## src/rtl/sa_matmul_gen2_pkg.sv

```systemverilog
// Shared definitions for the gen2 systolic matrix multiplier: FSM state
// encodings, a constant clog2 helper and the default accumulator width macro.
// Optional feature macro used by the design: SA_ACC_SATURATE_EN.

`ifndef SA_DEFAULT_ACC_WIDTH
`define SA_DEFAULT_ACC_WIDTH(dw, sz) (2*(dw)+sa_matmul_gen2_pkg::sa_clog2(sz))
`endif

package sa_matmul_gen2_pkg;

  typedef enum logic [2:0] {
    ST_IDLE  = 3'd0,
    ST_LOAD  = 3'd1,
    ST_RUN   = 3'd2,
    ST_DRAIN = 3'd3,
    ST_DONE  = 3'd4
  } sa_state_e;

  // Ceiling log2, never less than 1 so it can size a counter directly.
  function automatic int sa_clog2(input int value);
    int r;
    r = 1;
    while ((32'd1 << r) < value) begin
      r = r + 1;
    end
    return r;
  endfunction

endpackage

```

## src/rtl/sa_pe.sv

```systemverilog
// One output-stationary MAC cell. Operands pass through to the right (a) and
// downward (b) with one register each; the product is accumulated locally.
// With SA_ACC_SATURATE_EN defined the accumulator clamps to the ACC_WIDTH
// range and stays clamped until the next clear; otherwise it wraps.

module sa_pe #(
  parameter int DATA_WIDTH = 8,
  parameter int ACC_WIDTH  = 18,
  parameter int SIGNED     = 0
) (
  input  logic                  clk,
  input  logic                  rst,
  input  logic                  clr,
  input  logic [DATA_WIDTH-1:0] a_in,
  input  logic [DATA_WIDTH-1:0] b_in,
  output logic [DATA_WIDTH-1:0] a_out,
  output logic [DATA_WIDTH-1:0] b_out,
  output logic [ACC_WIDTH-1:0]  acc
);

  localparam int   PW        = 2 * DATA_WIDTH;
  localparam logic IS_SIGNED = (SIGNED != 0);

  logic [PW-1:0]        a_ext;
  logic [PW-1:0]        b_ext;
  logic [PW-1:0]        prod;
  logic [ACC_WIDTH-1:0] acc_next;

  // Full-width product; extending the operands first makes the low PW bits
  // correct for both unsigned and two's complement operands.
  always_comb begin
    if (IS_SIGNED) begin
      a_ext = {{DATA_WIDTH{a_in[DATA_WIDTH-1]}}, a_in};
      b_ext = {{DATA_WIDTH{b_in[DATA_WIDTH-1]}}, b_in};
    end else begin
      a_ext = {{DATA_WIDTH{1'b0}}, a_in};
      b_ext = {{DATA_WIDTH{1'b0}}, b_in};
    end
    prod = a_ext * b_ext;
  end

`ifdef SA_ACC_SATURATE_EN
  // Sum is formed one bit wider than either operand so it never overflows,
  // then clamped back into the accumulator range.
  localparam int SW = ((ACC_WIDTH > PW) ? ACC_WIDTH : PW) + 1;
  localparam logic [ACC_WIDTH-1:0] ACC_MAX = IS_SIGNED ?
      {1'b0, {(ACC_WIDTH-1){1'b1}}} : {ACC_WIDTH{1'b1}};
  localparam logic [ACC_WIDTH-1:0] ACC_MIN = IS_SIGNED ?
      {1'b1, {(ACC_WIDTH-1){1'b0}}} : {ACC_WIDTH{1'b0}};

  logic [SW-1:0]        acc_w;
  logic [SW-1:0]        prod_w;
  logic [SW-1:0]        sum_w;
  logic [SW-ACC_WIDTH:0] sum_top;
  logic                 sat;
  logic                 sat_next;

  // Saturating accumulate with a sticky flag so a clamped value never recovers.
  always_comb begin
    acc_w   = {{(SW-ACC_WIDTH){IS_SIGNED & acc[ACC_WIDTH-1]}}, acc};
    prod_w  = {{(SW-PW){IS_SIGNED & prod[PW-1]}}, prod};
    sum_w   = acc_w + prod_w;
    sum_top = sum_w[SW-1:ACC_WIDTH-1];
    if (sat) begin
      acc_next = acc;
      sat_next = 1'b1;
    end else if (IS_SIGNED) begin
      if ((&sum_top) | ~(|sum_top)) begin
        acc_next = sum_w[ACC_WIDTH-1:0];
        sat_next = 1'b0;
      end else begin
        acc_next = sum_w[SW-1] ? ACC_MIN : ACC_MAX;
        sat_next = 1'b1;
      end
    end else begin
      if (|sum_top[SW-ACC_WIDTH:1]) begin
        acc_next = ACC_MAX;
        sat_next = 1'b1;
      end else begin
        acc_next = sum_w[ACC_WIDTH-1:0];
        sat_next = 1'b0;
      end
    end
  end
`else
  logic [ACC_WIDTH-1:0] prod_acc;

  // Fit the product to the accumulator: extend per signedness or keep the LSBs.
  if (ACC_WIDTH > PW) begin : g_prod_ext
    always_comb prod_acc = {{(ACC_WIDTH-PW){IS_SIGNED & prod[PW-1]}}, prod};
  end else if (ACC_WIDTH == PW) begin : g_prod_same
    always_comb prod_acc = prod;
  end else begin : g_prod_trunc
    always_comb prod_acc = prod[ACC_WIDTH-1:0];
  end

  // Wrapping accumulate modulo 2^ACC_WIDTH.
  always_comb acc_next = acc + prod_acc;
`endif

  // Operand pipes and accumulator; clr wipes the cell at the start of a job.
  always_ff @(posedge clk or posedge rst) begin
    if (rst) begin
      a_out <= '0;
      b_out <= '0;
      acc   <= '0;
`ifdef SA_ACC_SATURATE_EN
      sat   <= 1'b0;
`endif
    end else if (clr) begin
      a_out <= '0;
      b_out <= '0;
      acc   <= '0;
`ifdef SA_ACC_SATURATE_EN
      sat   <= 1'b0;
`endif
    end else begin
      a_out <= a_in;
      b_out <= b_in;
      acc   <= acc_next;
`ifdef SA_ACC_SATURATE_EN
      sat   <= sat_next;
`endif
    end
  end

endmodule

```

## src/rtl/sa_matmul_gen2.sv

```systemverilog
// Output-stationary systolic matrix multiplier C = A x B with a start/busy/done
// handshake. Operands are latched on start, skewed by the edge feeders and
// streamed through a SIZE x SIZE grid of sa_pe cells; the accumulators are
// copied to C once per job. Optional feature macro: SA_ACC_SATURATE_EN.

module sa_matmul_gen2
  import sa_matmul_gen2_pkg::*;
#(
  parameter int SIZE       = 4,
  parameter int DATA_WIDTH = 8,
  parameter int ACC_WIDTH  = `SA_DEFAULT_ACC_WIDTH(DATA_WIDTH, SIZE),
  parameter int SIGNED     = 0
) (
  input  logic                            clk,
  input  logic                            rst,
  input  logic                            start,
  input  logic [SIZE*SIZE*DATA_WIDTH-1:0] A,
  input  logic [SIZE*SIZE*DATA_WIDTH-1:0] B,
  output logic                            busy,
  output logic                            done,
  output logic [SIZE*SIZE*ACC_WIDTH-1:0]  C
);

  localparam int OPW    = SIZE * SIZE * DATA_WIDTH;
  localparam int STEP_W = sa_clog2(3 * SIZE);
  // Feeders emit SIZE-1 skew steps on each side of the SIZE data steps plus one
  // trailing zero step, so the final step index is 3*SIZE-2.
  localparam logic [STEP_W-1:0] LAST_STEP = STEP_W'(3 * SIZE - 2);

  sa_state_e                  state;
  logic [STEP_W-1:0]          step;
  logic [OPW-1:0]             a_reg;
  logic [OPW-1:0]             b_reg;
  logic                       pe_clr;
  logic [DATA_WIDTH-1:0]      row_feed [SIZE];
  logic [DATA_WIDTH-1:0]      col_feed [SIZE];
  logic [DATA_WIDTH-1:0]      a_link   [SIZE][SIZE];
  logic [DATA_WIDTH-1:0]      b_link   [SIZE][SIZE];
  logic [ACC_WIDTH-1:0]       acc_grid [SIZE][SIZE];
  logic [SIZE*SIZE*ACC_WIDTH-1:0] acc_flat;

  // The whole grid is cleared during the single LOAD cycle.
  always_comb pe_clr = (state == ST_LOAD);

  // Skew feeders: row i sends A[i][t-i], column i sends B[t-i][i] while in range.
  always_comb begin
    for (int i = 0; i < SIZE; i++) begin
      row_feed[i] = '0;
      col_feed[i] = '0;
      if ((state == ST_RUN) && (int'(step) >= i) && ((int'(step) - i) < SIZE)) begin
        row_feed[i] = a_reg[(i*SIZE + int'(step) - i)*DATA_WIDTH +: DATA_WIDTH];
        col_feed[i] = b_reg[((int'(step) - i)*SIZE + i)*DATA_WIDTH +: DATA_WIDTH];
      end else begin
        row_feed[i] = '0;
        col_feed[i] = '0;
      end
    end
  end

  for (genvar i = 0; i < SIZE; i++) begin : g_row
    for (genvar j = 0; j < SIZE; j++) begin : g_col
      logic [DATA_WIDTH-1:0] a_src;
      logic [DATA_WIDTH-1:0] b_src;

      if (j == 0) begin : g_a_edge
        assign a_src = row_feed[i];
      end else begin : g_a_link
        assign a_src = a_link[i][j-1];
      end

      if (i == 0) begin : g_b_edge
        assign b_src = col_feed[j];
      end else begin : g_b_link
        assign b_src = b_link[i-1][j];
      end

      sa_pe #(
        .DATA_WIDTH (DATA_WIDTH),
        .ACC_WIDTH  (ACC_WIDTH),
        .SIGNED     (SIGNED)
      ) u_pe (
        .clk   (clk),
        .rst   (rst),
        .clr   (pe_clr),
        .a_in  (a_src),
        .b_in  (b_src),
        .a_out (a_link[i][j]),
        .b_out (b_link[i][j]),
        .acc   (acc_grid[i][j])
      );

      assign acc_flat[(i*SIZE + j)*ACC_WIDTH +: ACC_WIDTH] = acc_grid[i][j];
    end
  end

  // Job sequencer: operand capture, step counting, handshake and result register.
  always_ff @(posedge clk or posedge rst) begin
    if (rst) begin
      state <= ST_IDLE;
      step  <= '0;
      a_reg <= '0;
      b_reg <= '0;
      busy  <= 1'b0;
      done  <= 1'b0;
      C     <= '0;
    end else begin
      case (state)
        ST_IDLE: begin
          done <= 1'b0;
          if (start) begin
            a_reg <= A;
            b_reg <= B;
            busy  <= 1'b1;
            state <= ST_LOAD;
          end else begin
            busy  <= 1'b0;
          end
        end
        ST_LOAD: begin
          step  <= '0;
          state <= ST_RUN;
        end
        ST_RUN: begin
          if (step == LAST_STEP) begin
            state <= ST_DRAIN;
          end else begin
            step <= step + STEP_W'(1);
          end
        end
        ST_DRAIN: begin
          C     <= acc_flat;
          busy  <= 1'b0;
          done  <= 1'b1;
          state <= ST_DONE;
        end
        ST_DONE: begin
          done  <= 1'b0;
          state <= ST_IDLE;
        end
        default: begin
          busy  <= 1'b0;
          done  <= 1'b0;
          state <= ST_IDLE;
        end
      endcase
    end
  end

endmodule

```

## config.mk

```make
export PLATFORM = sky130hd
export DESIGN_NAME = sa_matmul_gen2
export DESIGN_NICKNAME = d
export VERILOG_FILES = /design/src/rtl/sa_matmul_gen2_pkg.sv /design/src/rtl/sa_pe.sv /design/src/rtl/sa_matmul_gen2.sv
export SDC_FILE = /design/constraint.sdc
export NUM_CORES = 2
export LEC_CHECK = 0
export ABC_AREA = 1
export BUFFER_PORTS_ARGS = -buffer_cell sky130_fd_sc_hd__buf_4
export CORE_ASPECT_RATIO = 1.2
export CORE_MARGIN = 3
export CORE_UTILIZATION = 60
export DETAILED_ROUTE_END_ITERATION = 16
export GPL_TIMING_DRIVEN = 0
export PLACE_DENSITY = 0.89
export SLEW_MARGIN = 20
export SYNTH_ARGS = -nofsm -noshare
export SYNTH_HDL_FRONTEND = slang
export SYNTH_HIERARCHICAL = 1
export SYNTH_SLANG_ARGS = --single-unit
```

## constraint.sdc

```tcl
create_clock -name clk -period 27.2 [get_ports clk]
set_input_delay 2.72 -clock clk [delete_from_list [all_inputs] [get_ports clk]]
set_output_delay 2.72 -clock clk [all_outputs]
set_load 0.1 [all_outputs]
```

==> impl_metrics.ini <==
[route]
route.detailed.drc = 0
ant_nets = 0
wl_um = 281000
wl_per_cell_um = 19.76
vias_per_cell = 5.349
num_vias = 76060
drtPass1Iterations = 8
drtIter0Drc = 7135

[floorplanning]
ioPinCount = 549
die_h_um = 426.0
rows = 153
die-area_um2 = 151700
chipWidth_um = 356.0
initial_core_util = 0.6062
core_um2 = 145500

[critical_path]
path_buf_inv = 13
cp-end-kind = flip-flop
crit_required_ps = 27890
crit_family = buffers and inverters
critPathSlowestCell = buf_1
crit_top_cell = nand2_1
crit_type = flip-flop to flip-flop
worstPathArrival_ps = 9280
critPathMaxStageDelay_ps = 810
critPathLaunchType = flip-flop
cp_max_fo = 14

[grt]
grt_max_degree = 112
track_usage = 0.3753
grt_pass1_wl_um = 436700
grt_antenna_before_repair = 11
grt_pass1_vias = 79463
grt.overflow.total = 0

[synthesis]
synthesis.area_um2 = 88200
synthCells = 11525
synth_nets = 13234
synth_area_per_cell_um2 = 7.653
ys_warn_count = 6

[cts]
cts.sinks = 1033
clock_latency_ps = 800
root_buffer = clkbuf_16
holdBufCountCts = 0
cts-resized-gates = 0
cts_tree = built
path_clk_slew_ps = 60
cts_buffers = 106
htreeDepth = 3
cts.path.max_buffers = 3
post_cts_buffers = 0

[sta]
hold_viol = 0
setup_viol = 0
timing.setup.tns_ps = 0
tightest_slew_ps = 1192
max_slew_margin = 0.2052
finalCritPeriodShare = 0.3155
finalClockSkew_ps = 85.57
rsz0062_at_grt = false
fmax_mhz = 116.5
drv_slew = 0
min_period_ps = 8581

[placed_design]
placed_cell_area_um2 = 94960
gp_congestion = 1.050
dp_hpwl_um = 223300
io_buffers = 548

[layout]
seqCellArea_um2 = 25850
multiInputGateArea_um2 = 48970
reg_top3 = C x288, g_row.g_col.u_pe/acc x288
post-route-util = 0.6788
syn_to_final_growth_pct = 11.98
fillers = 11350
fin_nets = 13899
final_common_cell = nand2_1
drive_gt1_frac = 0.1023
fin_area_um2 = 98760
final_cell_mix = nand2_1, inv_1, dfrtp_1

[power]
clkPwrFrac = 0.228
swShare = 0.4771
p_int_w = 0.003665
power_density_nw_per_um2 = 70.97
power_switching_w = 0.003344
p_seq_frac = 0.314
worst_ir_drop_vdd_mv = 0.07608
p_leak_nw = 60.62
comb_power_share = 0.457

[status]
status = completed

[hold_path]
holdCritPathClass = flip-flop to flip-flop

[flow_run]
cap_violations = 0
==> metal layers <==
metal  part of all wire  track usage
met5            0.00012            0
met4              0.087       0.2717
met3              0.081      0.07178
met2               0.47       0.6237
met1               0.36       0.4346
==> per-stage QoR <==
step / setup slack, ps / hold WS [ps] / cells / power, W
6_report: 18620 / 466.1 / 14220 / 0.007009
5_1_grt: 18580 / 491.3 / 14217 / 0.007287
4_1_cts: 18940 / 469.0 / 14214 / 0.006911
3_5_place_dp: 18990 / 451.3 / 14019 / 0.005288
3_3_place_gp: 2726 / 452.0 / 14010 / 0.005212
2_1_floorplan: 9018 / 441.9 / 11525 / 0.004048
==> area by class of cell <==
class                      instances  share of cell area
tap                             1937             0.02454
antenna                            6           0.0001520
clock buffer                     135             0.02928
inverter                        2984              0.1136
multi-input combinational       7029              0.4958
sequential                      1033              0.2617
buffer                           479             0.02204
clock inverter                    60            0.009045
timing repair buffer             557             0.04386
==> power groups by stage <==
stage	Sequential (W)	Combinational (W)	Clock, W
CTS	0.00218	0.00311	0.00162
global route	0.00221	0.00340	0.00168
detailed placement	0.00220	0.00308	0
floorplan	0.00230	0.00175	0
finish	0.00220	0.00320	0.00160
global placement	0.00220	0.00301	0
==> worst paths after layout <==
kind                                                          startpoint                                        to  slack [ps]  cells past startpoint
worst max-delay path                                 step[1]$_DFFE_PP0P_  g_row[0].g_col[3].u_pe/acc[13]$_DFF_PP0_       18620                     30
worst min-delay path            g_row[2].g_col[0].u_pe/acc[13]$_DFF_PP0_                        C[157]$_DFFE_PP0P_         470                      2
worst max register to register                       step[1]$_DFFE_PP0P_  g_row[0].g_col[3].u_pe/acc[13]$_DFF_PP0_       18620                     30
worst min register to register  g_row[2].g_col[0].u_pe/acc[13]$_DFF_PP0_                        C[157]$_DFFE_PP0P_         470                      2
max in group asynchronous                                            rst                     b_reg[66]$_DFFE_PP0P_       23320                      4
min in group asynchronous                                            rst   g_row[0].g_col[2].u_pe/acc[0]$_DFF_PP0_        2150                      2
==> worst reg2reg max path, delay by kind of cell (launching register included) <==
kind | cells | cell delay [ps]
DFF | 1 | 510
buffers and inverters | 13 | 3290
and+or+nand+nor | 9 | 1190
adders and majority gates | 6 | 2690
AOI/OAI and AO/OA | 2 | 830
Note: power is estimated with default switching activity, not from simulation.
